$ cat src/rtl/and_bist_pkg.sv
// Shared types and helpers for the self-testing AND gate array.
package and_bist_pkg;

   typedef enum logic [1:0] {
      IDLE  = 2'd0,
      APPLY = 2'd1,
      CHECK = 2'd2,
      DONE  = 2'd3
   } state_t;

   localparam int MAX_K = 8;

   // Golden AND of the low k bits of a test vector.
   function automatic logic and_expect(input logic [MAX_K-1:0] vec, input int k);
      logic r;
      r = 1'b1;
      for (int i = 0; i < MAX_K; i++) begin
         if (i < k) r = r & vec[i];
      end
      return r;
   endfunction

endpackage

$ cat src/rtl/and_gate_array.sv
// CH independent K-input AND gates with registered outputs and stuck-at-0 fault injection.
module and_gate_array #(
   parameter int CH = 3,
   parameter int K  = 3
) (
   input  logic            in_clk,
   input  logic            in_rst_n,
   input  logic [CH*K-1:0] in_data,
   input  logic [CH-1:0]   in_fault,
   output logic [CH-1:0]   out_y
);

   logic [CH-1:0] r_y;

   always_ff @(posedge in_clk or negedge in_rst_n) begin
      if (!in_rst_n) begin
         r_y <= '0;
      end else begin
         for (int c = 0; c < CH; c++) begin
            r_y[c] <= (&in_data[c*K +: K]) & ~in_fault[c];
         end
      end
   end

   assign out_y = r_y;

endmodule

$ cat src/rtl/and_array_bist.sv
// Registered AND array with a built-in sequencer that sweeps all 2^K patterns and reports per-channel failures.
module and_array_bist
   import and_bist_pkg::*;
#(
   parameter int CH    = 3,
   parameter int K     = 3,
   parameter int ERR_W = K + 1
) (
   input  logic             in_clk,
   input  logic             in_rst_n,
   input  logic             in_mode,
   input  logic             in_start,
   input  logic [CH*K-1:0]  in_data,
   input  logic [CH-1:0]    in_fault,
   output logic [CH-1:0]    out_y,
   output logic [K-1:0]     out_vec,
   output logic             out_busy,
   output logic             out_done,
   output logic             out_pass,
   output logic [ERR_W-1:0] out_err_cnt,
   output logic [CH-1:0]    out_fail_ch
);

   state_t           r_state;
   logic [K-1:0]     r_vec;
   logic             r_busy;
   logic             r_done;
   logic             r_pass;
   logic [ERR_W-1:0] r_err_cnt;
   logic [CH-1:0]    r_fail_ch;

   logic [CH*K-1:0]  w_arr_in;
   logic [CH-1:0]    w_y;
   logic [CH-1:0]    w_mis;
   logic [MAX_K-1:0] w_vec_ext;
   logic             w_exp;
   logic             w_last;

   // In test mode every channel sees the same sweep vector; in_data is ignored.
   assign w_arr_in  = in_mode ? {CH{r_vec}} : in_data;
   assign w_vec_ext = MAX_K'(r_vec);
   assign w_exp     = and_expect(w_vec_ext, K);
   assign w_mis     = w_y ^ {CH{w_exp}};
   assign w_last    = (r_vec == {K{1'b1}});

   and_gate_array #(
      .CH (CH),
      .K  (K)
   ) u_array (
      .in_clk   (in_clk),
      .in_rst_n (in_rst_n),
      .in_data  (w_arr_in),
      .in_fault (in_fault),
      .out_y    (w_y)
   );

   // Two cycles per pattern: APPLY registers the array, CHECK compares what it registered.
   always_ff @(posedge in_clk or negedge in_rst_n) begin
      if (!in_rst_n) begin
         r_state   <= IDLE;
         r_vec     <= '0;
         r_busy    <= 1'b0;
         r_done    <= 1'b0;
         r_pass    <= 1'b0;
         r_err_cnt <= '0;
         r_fail_ch <= '0;
      end else begin
         case (r_state)
            IDLE: begin
               if (in_mode && in_start) begin
                  r_state   <= APPLY;
                  r_vec     <= '0;
                  r_busy    <= 1'b1;
                  r_done    <= 1'b0;
                  r_pass    <= 1'b0;
                  r_err_cnt <= '0;
                  r_fail_ch <= '0;
               end
            end
            APPLY: begin
               if (!in_mode) begin
                  r_state <= IDLE;
                  r_vec   <= '0;
                  r_busy  <= 1'b0;
                  r_done  <= 1'b0;
                  r_pass  <= 1'b0;
               end else begin
                  r_state <= CHECK;
               end
            end
            CHECK: begin
               if (!in_mode) begin
                  r_state <= IDLE;
                  r_vec   <= '0;
                  r_busy  <= 1'b0;
                  r_done  <= 1'b0;
                  r_pass  <= 1'b0;
               end else begin
                  if (|w_mis) begin
                     r_err_cnt <= r_err_cnt + ERR_W'(1);
                     r_fail_ch <= r_fail_ch | w_mis;
                  end
                  if (w_last) begin
                     r_state <= DONE;
                     r_vec   <= '0;
                     r_busy  <= 1'b0;
                     r_done  <= 1'b1;
                     // Fold in the final pattern's verdict, which lands on this same edge.
                     r_pass  <= (r_err_cnt == '0) && !(|w_mis);
                  end else begin
                     r_state <= APPLY;
                     r_vec   <= r_vec + K'(1);
                  end
               end
            end
            DONE: begin
               if (!in_mode) begin
                  r_state <= IDLE;
                  r_done  <= 1'b0;
                  r_pass  <= 1'b0;
               end else if (in_start) begin
                  r_state   <= APPLY;
                  r_vec     <= '0;
                  r_busy    <= 1'b1;
                  r_done    <= 1'b0;
                  r_pass    <= 1'b0;
                  r_err_cnt <= '0;
                  r_fail_ch <= '0;
               end
            end
            default: begin
               r_state <= IDLE;
            end
         endcase
      end
   end

   assign out_y       = w_y;
   assign out_vec     = r_vec;
   assign out_busy    = r_busy;
   assign out_done    = r_done;
   assign out_pass    = r_pass;
   assign out_err_cnt = r_err_cnt;
   assign out_fail_ch = r_fail_ch;

endmodule

$ cat config.mk
export PLATFORM = sky130hd
export DESIGN_NAME = and_array_bist
export DESIGN_NICKNAME = d
export VERILOG_FILES = /design/src/rtl/and_bist_pkg.sv /design/src/rtl/and_gate_array.sv /design/src/rtl/and_array_bist.sv
export SDC_FILE = /design/constraint.sdc
export NUM_CORES = 1
export LEC_CHECK = 0
export ABC_CLOCK_PERIOD_IN_PS = 3950
export CORE_MARGIN = 2
export CORE_UTILIZATION = 50
export CTS_CLUSTER_SIZE = 24
export DETAILED_ROUTE_END_ITERATION = 16
export GPL_ROUTABILITY_DRIVEN = 1
export GPL_TIMING_DRIVEN = 0
export HOLD_SLACK_MARGIN = 0.12
export MAX_ROUTING_LAYER = met4
export PLACE_DENSITY = 0.79
export SYNTH_ARGS = -nofsm -noshare
export SYNTH_HDL_FRONTEND = slang
export SYNTH_HIERARCHICAL = 1
export SYNTH_SLANG_ARGS = --single-unit
$ cat constraint.sdc
create_clock -name in_clk -period 3.95 [get_ports in_clk]
set_input_delay 0.395 -clock in_clk [delete_from_list [all_inputs] [get_ports in_clk]]
set_output_delay 0.395 -clock in_clk [all_outputs]
set_load 0.03 [all_outputs]
# After elaboration in Yosys (flattened, before gate mapping)

Index checks and enable logic that the tools add are counted.

Bits in registers: 18
Input port bits: 16
Output and inout bits: 16
Logic and storage cells: 87

Add/subtract/negate cells: 2
Eq/ne operators: 12
Multiplexer cells: 40
Bitwise logic cells: 10
Reductions and logical operators: 15

Operator list:

| operator                                     | number |
|---|---|
| two-way mux 3 bit                            | 8 |
| two-way mux 4 bit                            | 5 |
| two-way mux 1 bit                            | 13 |
| two-way mux 2 bit                            | 6 |
| != test 2 bit (second input constant)        | 6 |
| one-hot mux 1 bit (4 select lines)           | 3 |
| one-hot mux 3 bit (4 select lines)           | 1 |
| one-hot mux 4 bit (3 select lines)           | 1 |
| two-way mux 9 bit                            | 1 |
| one-hot mux 3 bit (3 select lines)           | 1 |
| AND reduction 3 bit                          | 3 |
| one-hot mux 2 bit (4 select lines)           | 1 |
| AND reduction 4 bit                          | 2 |
| != test 3 bit (second input constant)        | 2 |
| AND reduction 6 bit                          | 1 |
| AND 1 bit                                    | 5 |
| AND reduction 5 bit                          | 1 |
| adder 4 x 1 -> 4 bit (second input constant) | 1 |
| == test 2 bit (second input constant)        | 2 |
| zero test 4 bit                              | 1 |
| adder 3 x 1 -> 3 bit (second input constant) | 1 |
| == test 3 bit (second input constant)        | 1 |
| NOT 1 bit                                    | 3 |
| bitwise OR 3 bit                             | 1 |
| 8 further kinds                              | 9 |

# Longest topological paths before layout

Depth after elaboration: 9
Depth in mapped cells: 7
Gate-level depth less buffers: 6

# Cells and area by module

The synthesis kept the hierarchy.

Modules (own cells, without submodules):

| module         | times used | cells an instance | area each (um^2) | seq. area each (um^2) |
|---|---|---|---|---|
| and_array_bist | 1          | 114               | 1,033.5          | 375.4 |
| and_gate_array | 1          | 6                 | 105.1            | 75.1 |

# Worst setup path after synthesis

Ideal clock, no wire load.

Path kind: register to register
Start: reg r_vec[0] (netlist: out_vec[0])
End: reg r_err_cnt[3] (netlist: out_err_cnt[3])
Setup time: 0.133 ns
Arrival time: 1.923 ns
Data required time: 3.817 ns
Path slack: 1.894 ns
Cell stages (with the launch flop): 8
Path buffers: 1
Period minus slack after synthesis: 2.056 ns
Path through: dfrtp_1 ha_1 ha_1 buf_6 or4_4 nand3_4 or4_1 o211ai_2

Cells in the longest elaborated chain, start to end: 6

RTL lines:

| item                          | RTL line              | text |
|---|---|---|
| start: declaration            | and_array_bist.sv:25  | `logic [K-1:0] r_vec;` |
| start signal: assignment      | and_array_bist.sv:112 | `r_vec <= r_vec + K'(1);` |
| AND 1 bit (2 in a row)        | and_bist_pkg.sv:18    | `if (i < k) r = r & vec[i];` |
| XOR 3 bit                     | and_array_bist.sv:43  | `assign w_mis = w_y ^ {CH{w_exp}};` |
| OR reduction 3 bit            | and_array_bist.sv:99  | `if (\|w_mis) begin` |
| != test 2 bit (no line)       | n/a                   |  |
| AND reduction 6 bit (no line) | n/a                   |  |
| end signal: assignment        | and_array_bist.sv:100 | `r_err_cnt <= r_err_cnt + ERR_W'(1);` |
| end: declaration              | and_array_bist.sv:29  | `logic [ERR_W-1:0] r_err_cnt;` |

No other way between the ends.
A chain may end at the register's enable or synchronous reset.

# Worst setup path after layout

Start: reg r_vec[0] (netlist: out_vec[0])
End: reg r_err_cnt[1] (netlist: out_err_cnt[1])

Same word-level chain as after synthesis.

==> results.ini <==
[run_status]
outcome=completed

[clock_tree]
clk_pin_slew_ns=0.11
cts_sinks=18
cts_setup_buffers=0
hold_buffers=0
cts_buffers=3
cts_tree=yes
ctsResizeCount=0
htree_num_levels=1
cts.path.max_buffers=2
clk_latency_ns=0.30
root_buffer=clkbuf_4

[yosys]
syn_area_per_cell_sq_um=9.49
syn-instance-count=120
synth_top_area_cell=dfrtp_1
ys_seq_elements=18
synth_edf_count=0
async_reset_ff_share_pct=100
synth_ff_type=dfrtp_1
yosys.area.top_type_share_pct=39.6
yosysSeqAreaShare_pct=39.6
synthesis.nets=145
yosys_warnings=6
synth_area_leaders=dfrtp_1, ha_1, o21ai_0
syn_area_sq_um=1140
ys_types=36

[global_route]
grt_start_max_net_pins=19
grt_overflow_total=0
grt_usage_pct=21.8
grt_pass1_vias=968
grt_first_pass_wirelength_mm=4.24
antenna_found_initial=0

[final_layout]
area_delta_synth_final_pct=33.5
final_cell_mix=clkdlybuf4s50_1, dfrtp_1, inv_1
final_common_cell=clkdlybuf4s50_1
final_nets=181
diodes=0
fin_area_sq_um=1520
fillerInstances=196
drive_gt1_share_pct=9.03

[worst_setup_path]
crit_fanout=8
crit_path_start_kind=flop
crit_type=flop to flop
cp.required_ns=4.13
end_kind=flop
cp.arrival_ns=2.21

[timing]
finalMaxSlewViolations=0
rsz0062_at_grt=no
finalHoldViolations=0
tightest_slew_ns=0.793
final.setup.tns_ns=0
holdWs_ns=0.517
slew_headroom_pct=47.0
setup_viol=0
fin_crit_ns=2.03
max_freq_ghz=0.492
finalClockSkew_ns=0.00292
timing.final.crit_share_pct=51.4

[drt]
ant_nets=0
num_vias=1020
drcViolationCount=0
via_per_inst=5.57
drt_first_pass_iters=4
initialDrtViolationCount=19
wl_per_cell_um=13.2
wl_mm=2.41

[power]
ir_drop_mv=0.341
powerDensity_nw_per_um2=444
p_leak_nw=0.731

[placement]
place.gp.congestion=0.810
post-dp-hpwl_mm=1.92
dpl_cell_area_sq_um=1480
portBuffers=31

[die]
die_w_um=51.7
die_h_um=51.7
start_util_pct=52.0
dieArea_sq_um=2670
ioPinCount=32
rows=17
coreArea_sq_um=2190

[run]
drv_cap=0

[worst_hold_path]
hp-class=flop to flop

## path summary, 6_finish.rpt
path                             from             end  slack, ns  depth (start not counted)
max in group asynchronous    in_rst_n  out_err_cnt[3]       2.91                          1
min in group asynchronous    in_rst_n        out_busy       0.55                          1
min reg2reg                  out_done        out_done       0.52                          1
max reg2reg                out_vec[0]  out_err_cnt[1]       1.92                          7
min                          out_done        out_done       0.52                          1
max                        out_vec[0]  out_err_cnt[1]       1.92                          7
## synth_stat cells (all sizes together) (2+ instances only)
cell,instances
xor2,3
nor2,6
ha,9
buf,2
or4,2
inv,17
o21ai,13
mux2i,2
dfrtp,18
a22o,4
nand2b,2
and4b,3
nand3,3
a21oi,8
nand2,6
o211ai,4
clkbuf,2
mux2,2
## per-layer routing
layer  GRT usage [%]  share of wire (%)  vias to the layer above
met3            3.16                4.4                        6
met5               -                  0                        -
met1            25.5                 41                      490
met2            38.2                 53                       32
li1                -                  -                      492
met4            7.46                1.6                        0
## per-stage QoR
stage,cells,power [mW],util [%],worst slack [ns]
2_1_floorplan,120,0.462,-,1.89
3_3_place_gp,179,0.548,67.7,1.82
5_1_grt,183,0.727,69.4,1.83
3_5_place_dp,179,0.562,67.7,1.82
4_1_cts,183,0.681,69.4,1.92
6_report,183,0.675,69.4,1.92
## cell type report
type / instances / area, sq um / area share [%]
Sequential cell: 18 / 450 / 29.6
Clock buffer: 4 / 36.3 / 2.39
Buffer: 4 / 26.3 / 1.73
Inverter: 17 / 63.8 / 4.20
Multi-Input combinational cell: 81 / 598 / 39.3
Timing Repair Buffer: 31 / 310 / 20.4
Tap cell: 28 / 35.0 / 2.30
## where the power goes
part | total (mW) | internal, mW | switching [mW] | leakage, nW
registers | 0.228 | 0.208 | 0.0200 | 0.246
logic | 0.331 | 0.141 | 0.190 | 0.464
clock network | 0.116 | 0.0562 | 0.0596 | 0.0210
## flip-flops by register name, summed over array words and instances, names as in the netlist
register,count
out_done,1
out_vec,3
out_busy,1
r_state,2
out_err_cnt,4
out_fail_ch,3
u_array/out_y,3
out_pass,1
## critical path, cell delays in order, from the launching register on
cell and delay, ns:
dfrtp_1 0.46, ha_1 0.23, ha_1 0.19, buf_6 0.14, or4_4 0.56, nand3_4 0.13
or2_2 0.14, o21ai_0 0.09
## cells by family after synthesis
logic type	share of synthesized area (%)
AO/OA/AOI/OAI	20.5
XOR/XNOR	2.31
adder cells (fa/ha/maj)	9.89
buffers and inverters	7.91
flip-flops	39.6
multiplexers	3.74
AND/OR/NAND/NOR	16.0
Power figures use the tool's default switching activity.
